$ cat src/rtl/uart_tx_sched_pkg.sv
// uart_tx_sched_pkg
//   Shared definitions for the scheduled UART transmitter:
//   - state_t          : transmitter frame state
//   - CLK_DIV_DEFAULT  : clk30M cycles per bit at 9600 baud (30 MHz / 9600)
//   - CNT_W            : width of the per-bit cycle counter
package uart_tx_sched_pkg;

  typedef enum logic [1:0] {
    IDLE  = 2'd0,
    START = 2'd1,
    DATA  = 2'd2,
    STOP  = 2'd3
  } state_t;

  localparam int unsigned CLK_DIV_DEFAULT = 3125;
  localparam int unsigned CNT_W           = 12;

endpackage

$ cat src/rtl/uart_baud_cnt.sv
// uart_baud_cnt
//   Per-bit cycle counter. Counts 0..CLK_DIV-1 while enabled and wraps to 0
//   after the terminal count. A clear has priority over counting.
// Ports:
//   clk   in  system clock
//   rst   in  asynchronous active-high reset (count -> 0)
//   clr   in  synchronous clear
//   en    in  count enable; tick is suppressed while low
//   tick  out high on the last cycle of each bit period
module uart_baud_cnt
  import uart_tx_sched_pkg::*;
#(
  parameter int unsigned CLK_DIV = CLK_DIV_DEFAULT
) (
  input  logic clk,
  input  logic rst,
  input  logic clr,
  input  logic en,
  output logic tick
);

  localparam logic [CNT_W-1:0] LAST = CNT_W'(CLK_DIV - 1);

  logic [CNT_W-1:0] count;

  assign tick = en && (count == LAST);

  always_ff @(posedge clk or posedge rst) begin
    if (rst) begin
      count <= '0;
    end else if (clr) begin
      count <= '0;
    end else if (en) begin
      count <= tick ? '0 : count + 1'b1;
    end
  end

endmodule

$ cat src/rtl/uart_tx_sched.sv
// uart_tx_sched
//   Two-requester UART transmitter (8N1 style framing, DATA_W data bits,
//   LSB first) with round-robin arbitration between the requesters.
// Ports:
//   clk30M      in  system clock
//   rst         in  asynchronous active-high reset
//   req0_valid  in  requester 0 has a byte
//   req0_data   in  requester 0 payload
//   req0_ready  out requester 0 accepted when req0_valid also high
//   req1_valid  in  requester 1 has a byte
//   req1_data   in  requester 1 payload
//   req1_ready  out requester 1 accepted when req1_valid also high
//   tx          out serial line, idle high (registered)
//   busy        out frame in progress
//   gnt         out requester owning the current / most recent frame
//   baud_tick   out pulse on the last cycle of each bit period
module uart_tx_sched
  import uart_tx_sched_pkg::*;
#(
  parameter int unsigned CLK_DIV = CLK_DIV_DEFAULT,
  parameter int unsigned DATA_W  = 8
) (
  input  logic              clk30M,
  input  logic              rst,
  input  logic              req0_valid,
  input  logic [DATA_W-1:0] req0_data,
  output logic              req0_ready,
  input  logic              req1_valid,
  input  logic [DATA_W-1:0] req1_data,
  output logic              req1_ready,
  output logic              tx,
  output logic              busy,
  output logic              gnt,
  output logic              baud_tick
);

  localparam int unsigned IDX_W = (DATA_W > 1) ? $clog2(DATA_W) : 1;
  localparam logic [IDX_W-1:0] LAST_IDX = IDX_W'(DATA_W - 1);

  state_t            state;
  logic [DATA_W-1:0] shreg;
  logic [IDX_W-1:0]  bit_idx;
  logic              accept;

  // Round-robin: on contention the requester that did not own the last
  // frame wins. Readies are only offered in IDLE and never during reset.
  always_comb begin
    req0_ready = 1'b0;
    req1_ready = 1'b0;
    if (!rst && state == IDLE) begin
      if (req0_valid && (!req1_valid || gnt)) begin
        req0_ready = 1'b1;
      end else if (req1_valid) begin
        req1_ready = 1'b1;
      end
    end
  end

  assign accept = (req0_valid && req0_ready) || (req1_valid && req1_ready);

  uart_baud_cnt #(
    .CLK_DIV (CLK_DIV)
  ) u_baud_cnt (
    .clk  (clk30M),
    .rst  (rst),
    .clr  (accept),
    .en   (state != IDLE),
    .tick (baud_tick)
  );

  // tx is driven one bit ahead: each baud_tick loads the level for the
  // next bit period, so every bit is held for exactly CLK_DIV cycles.
  always_ff @(posedge clk30M or posedge rst) begin
    if (rst) begin
      state   <= IDLE;
      tx      <= 1'b1;
      busy    <= 1'b0;
      gnt     <= 1'b1;
      shreg   <= '0;
      bit_idx <= '0;
    end else begin
      case (state)
        IDLE: begin
          if (accept) begin
            state   <= START;
            tx      <= 1'b0;
            busy    <= 1'b1;
            gnt     <= req1_ready;
            shreg   <= req1_ready ? req1_data : req0_data;
            bit_idx <= '0;
          end
        end
        START: begin
          if (baud_tick) begin
            state   <= DATA;
            tx      <= shreg[0];
            shreg   <= shreg >> 1;
            bit_idx <= '0;
          end
        end
        DATA: begin
          if (baud_tick) begin
            if (bit_idx == LAST_IDX) begin
              state <= STOP;
              tx    <= 1'b1;
            end else begin
              tx      <= shreg[0];
              shreg   <= shreg >> 1;
              bit_idx <= bit_idx + 1'b1;
            end
          end
        end
        STOP: begin
          if (baud_tick) begin
            state <= IDLE;
            busy  <= 1'b0;
          end
        end
        default: begin
          state <= IDLE;
          tx    <= 1'b1;
          busy  <= 1'b0;
        end
      endcase
    end
  end

endmodule
$ cat config.mk
export PLATFORM = sky130hd
export DESIGN_NAME = uart_tx_sched
export DESIGN_NICKNAME = d
export VERILOG_FILES = /design/src/rtl/uart_tx_sched_pkg.sv /design/src/rtl/uart_baud_cnt.sv /design/src/rtl/uart_tx_sched.sv
export SDC_FILE = /design/constraint.sdc
export NUM_CORES = 1
export LEC_CHECK = 0
export ABC_AREA = 1
export CORE_MARGIN = 2
export CORE_UTILIZATION = 50
export CTS_CLUSTER_DIAMETER = 30
export DETAILED_ROUTE_END_ITERATION = 10
export GPL_TIMING_DRIVEN = 0
export HOLD_SLACK_MARGIN = 0.05
export PLACE_DENSITY = 0.83
export SETUP_SLACK_MARGIN = 0.4
export SLEW_MARGIN = 5
export SYNTH_ARGS = -nofsm -noshare
export SYNTH_HDL_FRONTEND = slang
export SYNTH_HIERARCHICAL = 1
export SYNTH_SLANG_ARGS = --single-unit
$ cat constraint.sdc
create_clock -name clk30M -period 2.05 [get_ports clk30M]
set_input_delay 0.41 -clock clk30M [delete_from_list [all_inputs] [get_ports clk30M]]
set_output_delay 0.41 -clock clk30M [all_outputs]
set_load 0.005 [all_outputs]
==> Word level (Yosys, flattened, before mapping) <==
Cells that the tools add are included.
{ "classes": {"add_sub_neg": 2, "n_eq_ne": 11, "mux": 33, "reduce_logical": 19} }
{ "op_table": {"columns": ["cell", "n"], "rows": [
  ["$mux W8", 5],
  ["$mux W12", 3],
  ["$pmux W8 S3", 1],
  ["$add A12 B1 Y12 const B", 1],
  ["$eq A12 B12 Y1 const B", 1],
  ["$mux W3", 4],
  ["$mux W1", 11],
  ["$mux W2", 5],
  ["$reduce_and A5 Y1", 2],
  ["$pmux W3 S3", 1],
  ["$pmux W2 S4", 1],
  ["$ne A2 B1 Y1 const B", 3],
  ["$ne A2 B2 Y1 const B", 3],
  ["$reduce_bool A2 Y1", 3],
  ["$logic_and A1 B1 Y1", 5],
  ["$eq A2 B2 Y1 const B", 2],
  ["$reduce_and A4 Y1", 1],
  ["$add A3 B1 Y3 const B", 1],
  ["$eq A3 B3 Y1 const B", 1],
  ["$pmux W1 S3", 1],
  ["$reduce_and A3 Y1", 1],
  ["$reduce_bool A3 Y1", 1],
  ["$eq A2 B1 Y1 const B", 1],
  ["$logic_not A1 Y1", 2],
  ["other kinds (4)", 5]
]} }
{ "word_totals": {"register_bits": 28, "input_bits": 20, "output_inout_bits": 6} }

==> Logic depth before layout (Yosys ltp) <==
Gate-level depths: netlist of run 1.
{ "depth": {"ltp_word": 9, "depth_mapped": 13, "ltp_nobuf": 12} }

==> Modules after synthesis <==
The synthesis of run 1 kept the hierarchy.
{ "by_module_without_submodules": {"columns": ["module", "n_inst", "cells_each", "area_per_inst_um2", "seq_area_each_um2"], "rows": [
  ["uart_tx_sched", 1, 159, 1123.6, 402.9],
  ["uart_baud_cnt", 1, 111, 808.3, 300.3]
]} }

==> Worst setup path after synthesis of run 1 <==
OpenSTA, ideal clock, no wires.
{ "synth_path": {"path_kind": "reg2reg", "start": "reg state[0]", "end": "reg bit_idx[0]", "arrival_time_ps": 2232, "setup_slack_ps": -299, "stages_incl_launch_ff": 14, "synth_period_minus_slack_ps": 2349, "cell_sequence": "dfrtp_1 inv_1 ha_1 inv_1 nand2_1 nor4_1 nor2_1 nor2_1 nand2_1 inv_1 nand3_4 buf_6 nand2_1 nand2_1"} }
{ "synth_between": {"word_cells_on_any_way": 18, "cone_classes": "eq/ne (6); mux (3); reduce/logical (9)"} }
{ "synth_rtl": {"columns": ["item", "line", "text"], "rows": [
  ["start, declared", "uart_tx_sched.sv:40", "state_t state;"],
  ["start signal, assigned", "uart_tx_sched.sv:75", "state <= IDLE;"],
  ["start signal, assigned", "uart_tx_sched.sv:85", "state <= START;"],
  ["start signal, assigned", "uart_tx_sched.sv:95", "state <= DATA;"],
  ["$reduce_bool A2 Y1 *", "uart_tx_sched.sv:67", ".en (state != IDLE),"],
  ["$logic_and A1 B1 Y1 *", "uart_baud_cnt.sv:26", "assign tick = en && (count == LAST);"],
  ["named net baud_tick", "uart_tx_sched.sv:34", "output logic baud_tick"],
  ["$ne A2 B1 Y1 (no source line)", null, null],
  ["$reduce_and A5 Y1 (no source line) *", null, null],
  ["end signal, assigned", "uart_tx_sched.sv:109", "bit_idx <= bit_idx + 1'b1;"],
  ["end, declared", "uart_tx_sched.sv:42", "logic [IDX_W-1:0] bit_idx;"]
]} }
The timed path passes the listed nets; every way through them passes the cells marked *.
A chain may end at the register's enable or synchronous reset.

==> Final worst setup path of run 1 <==
{ "layout_path": {"start": "reg u_baud_cnt.count[7]", "end": "reg shreg[6]"} }
{ "layout_between": {"elab_chain_cells": 4, "word_cells_on_any_way": 5, "cone_classes": "eq/ne (3); reduce/logical (2)"} }
{ "layout_rtl": {"columns": ["item", "line", "text"], "rows": [
  ["start, declared", "uart_baud_cnt.sv:24", "logic [CNT_W-1:0] count;"],
  ["start signal, assigned", "uart_baud_cnt.sv:34", "count <= tick ? '0 : count + 1'b1;"],
  ["$eq A12 B12 Y1 *", "uart_baud_cnt.sv:26", null],
  ["$logic_and A1 B1 Y1 *", "uart_baud_cnt.sv:26", null],
  ["$ne A2 B1 Y1 (no source line)", null, null],
  ["$reduce_and A5 Y1 (no source line) *", null, null],
  ["end signal, assigned", "uart_tx_sched.sv:89", "shreg <= req1_ready ? req1_data : req0_data;"],
  ["end signal, assigned", "uart_tx_sched.sv:97", "shreg <= shreg >> 1;"],
  ["end signal, assigned", "uart_tx_sched.sv:108", "shreg <= shreg >> 1;"],
  ["end, declared", "uart_tx_sched.sv:41", "logic [DATA_W-1:0] shreg;"]
]} }
Every way passes the cells marked *; elsewhere a longest branch is shown, timed or not.

==> flow_summary.ini, run 1 <==
[status]
status = finished clean

[clock_network]
cts_max_level = 1
cts_made_buffers = 3
clock_path_buffers = 2
tritoncts = built
cts_sinks = 28
clock_latency_ns = 0.29
cts-root-buf = clkbuf_8
path_clk_slew_ns = 0.11
cts_hold_buf = 0

[placement]
post-place-cells = 343
postPlaceCellArea_sq_mm = 0.00229
place_hpwl_mm = 3.08
gp_congestion = 0.819
portBuffers = 25

[setup_path]
cp-endpoint = shreg[6]
crit_path_start = u_baud_cnt/count[7]
critical_path_required_ns = 2.29
r2r-end = shreg[6]
startpoint_type = flip-flop
endpoint_kind = flip-flop
arrival_ns = 2.26
crit_fanout = 8
reg2reg_depth = 11
r2r_start = u_baud_cnt/count[7]
path_class = reg -> reg
reg2reg_slack_ns = 0.03

[detailed_routing]
drt_iter0_drc = 113
wirelength_mm = 5.19
vias_per_cell = 5.14
ant_nets = 0
route.vias.total = 1923
drc = 0
wire_per_inst_microns = 13.9
dr.pass1.iters = 4

[floorplan]
die_area_sq_mm = 0.00438
ios = 26
coreArea_sq_mm = 0.00369
num_rows = 22
initial_utilization = 0.524
die_y_microns = 66.2
die_w_microns = 66.2

[global_routing]
grt_pass1_vias = 1945
grt_use_total = 0.260
antenna_found_initial = 0
grt_pass1_wl_mm = 8.66
overflow = 0
grt_max_degree = 17

[timing]
rsz0062_at_grt = yes
setup_viol = 0
max_freq_ghz = 0.496
clock-skew-final_ns = 0.0114
hold_viol = 0
relSlewSlack = 0.577
final_max_slew_viol_count = 0
tightest_slew_ns = 0.635
timing.setup.tns_ns = 0
timing.final.crit_share = 0.984
min_period_ns = 2.02

[synthesis]
synth-edff-count = 0
seq_area_frac_synth = 0.364
synth_seq_cells = 28
synth-warning-count = 6
ys.flop_type = dfrtp_1
yosysUniqueCellTypes = 30
netlist_area_sq_mm = 0.00193
synth_nets = 299
ys_async_sr_fraction = 1.00
syn_inst = 270
postSynthAreaPerCell_sq_um = 7.16

[flow_run]
cap_violations = 0

[layout]
final_common_cell = nand2_1
syn_to_final_growth_pct = 44.4
fin_area_sq_mm = 0.00279
layout-drive-gt1-share = 0.325
final_cell_mix = nand2_1, inv_1, dfrtp_1, nand2_2
nNetsFinal = 356
n_antenna_cell = 0
layoutNonFillerInstCount = 374

[pwr]
p_total_mw = 3.72
p_leak_nw = 1.42
peakVddDrop_uv = 910
power.density_mw_per_mm2 = 1330

[worst_hold_path]
hold_class = reg -> reg
layer usage:
metal,GRT usage,up-vias,routed length [microns]
li1,-,949,-
met1,0.281,907,1980
met2,0.495,50,2910
met3,0.0494,17,156
met4,0.0944,0,142
met5,0,-,0
worst min path at each step:
stage | endpoint | from | depth (start not counted) | slack [ns]
finish | tx | tx | 2 | 0.48
global route | tx | tx | 2 | 0.50
CTS | shreg[0] | shreg[0] | 2 | 0.48
detailed placement | shreg[0] | shreg[0] | 2 | 0.45
global placement | shreg[0] | shreg[0] | 2 | 0.45
floorplan | u_baud_cnt/count[0] | rst | 1 | 0.27
cell families (layout without fill, tap and decap cells):
family / after synthesis / count (layout) / synth area share
buffers and inverters: 49 / 105 / 0.104
AOI/OAI and AO/OA: 18 / 18 / 0.0648
xor gates and xnor gates: 4 / 4 / 0.0181
DFF: 28 / 28 / 0.364
adders and majority gates: 9 / 9 / 0.0583
and+or+nand+nor: 162 / 162 / 0.391
cells in the mapped netlist (2+ instances only):
cell     count  area, sq um
dfstp_2      2         52.6
nand2_2      6         37.5
nand2_1     91          342
nor2_4       4         45.0
ha_1         9          113
nand3_2      2         20.0
inv_1       45          169
o21ai_2      2         17.5
xor2_1       4         35.0
nor2_1      19         71.3
nor2_2       5         31.3
nand3_1     21          105
dfrtp_1     26          651
o21ai_0      7         35.0
buf_6        2         22.5
nand4_1      8         50.1
a21oi_1      4         20.0
sequential cells by signal, indices dropped and copies added, names as in the netlist:
| register | count |
|---|---|
| state | 2 |
| u_baud_cnt/count | 12 |
| gnt | 1 |
| shreg | 8 |
| tx | 1 |
| bit_idx | 3 |
| busy | 1 |
per-stage QoR:
stage	setup WS, ns	hold slack (ns)	utilization
2_1_floorplan	0.256	0.275	-
3_3_place_gp	-0.478	0.450	0.620
3_5_place_dp	-0.475	0.452	0.620
4_1_cts	0.0303	0.476	0.715
5_1_grt	-0.0911	0.501	0.756
6_report	0.0327	0.484	0.756
area by class of cell:
cell class              instances  area (sq um)
plain buffers                   3          31.3
clock buffers                   3          41.3
clock inverters                 1          30.0
fillers                       259           900
inverters                      46           183
multi-input cells             193          1240
flip-flops and latches         28           704
well taps                      48          60.1
repair buffers                 52           500
power breakdown:
| part | switching [mW] | total (mW) | internal [mW] |
|---|---|---|---|
| Clock | 0.190 | 0.453 | 0.262 |
| Sequential | 0.125 | 0.847 | 0.722 |
| Combinational | 1.35 | 2.42 | 1.07 |
| Total | 1.67 | 3.72 | 2.05 |
worst max-delay path: stages, from the launching register on:
cell	delay [ns]
dfrtp_2	0.47
inv_2	0.07
nand4_1	0.13
nor4_4	0.31
buf_4	0.19
nor2_4	0.04
nor2_4	0.12
nand2_2	0.08
buf_4	0.14
nor2_4	0.19
nand2_1	0.14
nand2_2	0.08
timing repair:
action / CTS / global route
pin swaps: 17 / 25
setup endpoints to repair: 31 / 30
cloned: 1 / 0
endpoints found under the hold margin: 0 / 0
gates resized for setup: 49 / 36
setup buffers: 21 / 5
Note: power is estimated with default switching activity, not from simulation.
==> run 2, diff against run 1 <==
--- a/config.mk
+++ b/config.mk
@@ -19,3 +19,4 @@
 export SYNTH_HDL_FRONTEND = slang
 export SYNTH_HIERARCHICAL = 1
 export SYNTH_SLANG_ARGS = --single-unit
+export TNS_END_PERCENT = 5
==> run 2 against run 1 <==
Utilization shrank 1.6 points. Routed wire length shrank 1.9%. First-iteration DRC count shrank 25%. Maximum frequency shrank 0.12%. Count of clock-buffer cells in the layout is the same. Via count grew 3.9%. Total power shrank 7.3%. Final cell count grew 2.7%. Clock power shrank 1%. Sequential share of layout area grew 0.56 points.
==> flow_summary.ini, run 2 (synthesized netlist as in run 1, its figures left out) <==
[timing]
min_period_ns = 2.02
final_max_slew_viol_count = 0
setup_viol = 0
hold_viol = 0
timing.final.crit_share = 0.985
timing.setup.tns_ns = 0
relSlewSlack = 0.565
tightest_slew_ns = 0.652
max_freq_ghz = 0.495
clock-skew-final_ns = 0.0106
rsz0062_at_grt = yes

[setup_path]
crit_fanout = 8
crit_chain = inv_2 > nand4_1 > nor4_4 > buf_4 > nor2_2 > nor2_2 > nand2_2 > buf_6 > nor2_4 > nand2_1 > nand2_1
startpoint_type = flip-flop
arrival_ns = 2.24
path_class = reg -> reg
critical_path_required_ns = 2.27
endpoint_kind = flip-flop
slowest_stage = dfrtp_1
cp_slowest_stage_delay_ns = 0.44
worstPathBufferInverterCount = 3
crit_family = simple AND/OR/NAND/NOR gates

[placement]
place_hpwl_mm = 3.11
gp_congestion = 0.809
portBuffers = 25
postPlaceCellArea_sq_mm = 0.00228

[layout]
nNetsFinal = 366
reg.largest.list = u_baud_cnt/count: 12 flops, shreg: 8 flops, bit_idx: 3 flops
largest_register = u_baud_cnt/count
layout-drive-gt1-share = 0.295
n_antenna_cell = 0
syn_to_final_growth_pct = 41.3
final_cell_mix = nand2_1, inv_1, buf_4, dfrtp_1, clkdlybuf4s50_1
final_common_cell = nand2_1
largest_reg_flops = 12
fin_area_sq_mm = 0.00273

[pwr]
peakVddDrop_uv = 892
p_total_mw = 3.45
p_leak_nw = 1.43
power.density_mw_per_mm2 = 1260

[detailed_routing]
drt_iter0_drc = 85
wirelength_mm = 5.09
drc = 0
dr.pass1.iters = 4
vias_per_cell = 5.20
ant_nets = 0
wire_per_inst_microns = 13.2
route.vias.total = 1998

[global_routing]
grt_max_degree = 17
grt_pass1_vias = 1850
antenna_found_initial = 0
overflow = 0
grt_pass1_wl_mm = 7.80
grt_use_total = 0.231

[clock_network]
tritoncts = built
clock_path_buffers = 2
cts_hold_buf = 0
cts_made_buffers = 3
clock_latency_ns = 0.29
cts-root-buf = clkbuf_8
path_clk_slew_ns = 0.11
cts_max_level = 1
cts_sinks = 28

[status]
status = finished clean

[floorplan]
die_y_microns = 66.2
num_rows = 22
die_w_microns = 66.2
ios = 26
initial_utilization = 0.524
coreArea_sq_mm = 0.00369
die_area_sq_mm = 0.00438

[flow_run]
cap_violations = 0

[worst_hold_path]
hold_class = reg -> reg
[run 2: changes by cell type in the layout (fill, tap and decap cells not counted), sizes merged]
| cell | before | now |
|---|---|---|
| dlymetal6s2s | 1 | 0 |
| clkbuf | 3 | 4 |
| buf | 33 | 41 |
| clkdlybuf4s50 | 19 | 21 |
[run 2: through the flow]
step | hold WS (ns) | std cells | setup WS [ns] | util
3_5_place_dp | 0.463 | 343 | -0.524 | 0.618
4_1_cts | 0.492 | 370 | 0.0738 | 0.698
5_1_grt | 0.521 | 384 | -0.0646 | 0.740
2_1_floorplan | 0.275 | 270 | 0.256 | -
6_report | 0.476 | 384 | 0.0302 | 0.740
3_3_place_gp | 0.458 | 343 | -0.528 | 0.618
[run 2: layer usage]
layer,vias to the layer above,GRT usage,share of wire
li1,970,-,-
met1,984,0.251,0.40
met2,40,0.448,0.56
met3,4,0.0460,0.034
met4,0,0.0638,0.0061
met5,-,0,0
[run 2: worst reg2reg max path: stages, from the launching register on]
cell and delay, ns:
dfrtp_1 0.44, inv_2 0.09, nand4_1 0.15, nor4_4 0.31, buf_4 0.18, nor2_2 0.05, nor2_2 0.14, nand2_2 0.09
buf_6 0.12, nor2_4 0.21, nand2_1 0.09, nand2_1 0.08
[run 2: power by group]
| part | internal [mW] | switching, mW | total, mW | leakage, nW |
|---|---|---|---|---|
| Combinational | 0.962 | 1.19 | 2.16 | 1.03 |
| Clock | 0.262 | 0.186 | 0.448 | 0.0357 |
| Sequential | 0.723 | 0.121 | 0.843 | 0.359 |
[run 2: final cells by class]
cell class / count / area [sq um]
clock inverter: 1 / 30.0
fill: 275 / 960
multi-input combinational: 193 / 1130
buffer: 3 / 27.5
clock buffer: 3 / 41.3
tap: 48 / 60.1
inverter: 46 / 178
sequential: 28 / 704
timing repair buffer: 62 / 554
[run 2: path summary, 6_finish.rpt]
kind                            cells past startpoint                start                   to  slack, ns
worst max-delay path                               11  u_baud_cnt/count[9]             shreg[3]       0.03
worst min-delay path                                2                   tx                   tx       0.48
worst max register to register                     11  u_baud_cnt/count[9]             shreg[3]       0.03
worst min register to register                      2                   tx                   tx       0.48
max in group asynchronous                           2                  rst             state[1]       0.98
min in group asynchronous                           2                  rst  u_baud_cnt/count[0]       0.57
[run 2: repair_timing]
item,CTS,global route
setup buffers,22,14
pin swaps,10,20
cloned,1,0
resized for setup,25,20
endpoints found under the setup margin,31,32
==> run 3, diff against run 2 <==
--- a/config.mk
+++ b/config.mk
@@ -14,7 +14,7 @@
 export HOLD_SLACK_MARGIN = 0.05
 export PLACE_DENSITY = 0.83
 export SETUP_SLACK_MARGIN = 0.4
-export SLEW_MARGIN = 5
+export SLEW_MARGIN = 25
 export SYNTH_ARGS = -nofsm -noshare
 export SYNTH_HDL_FRONTEND = slang
 export SYNTH_HIERARCHICAL = 1
==> results of run 3 <==
Final layout, timing and power as in run 2 (identical DEF).
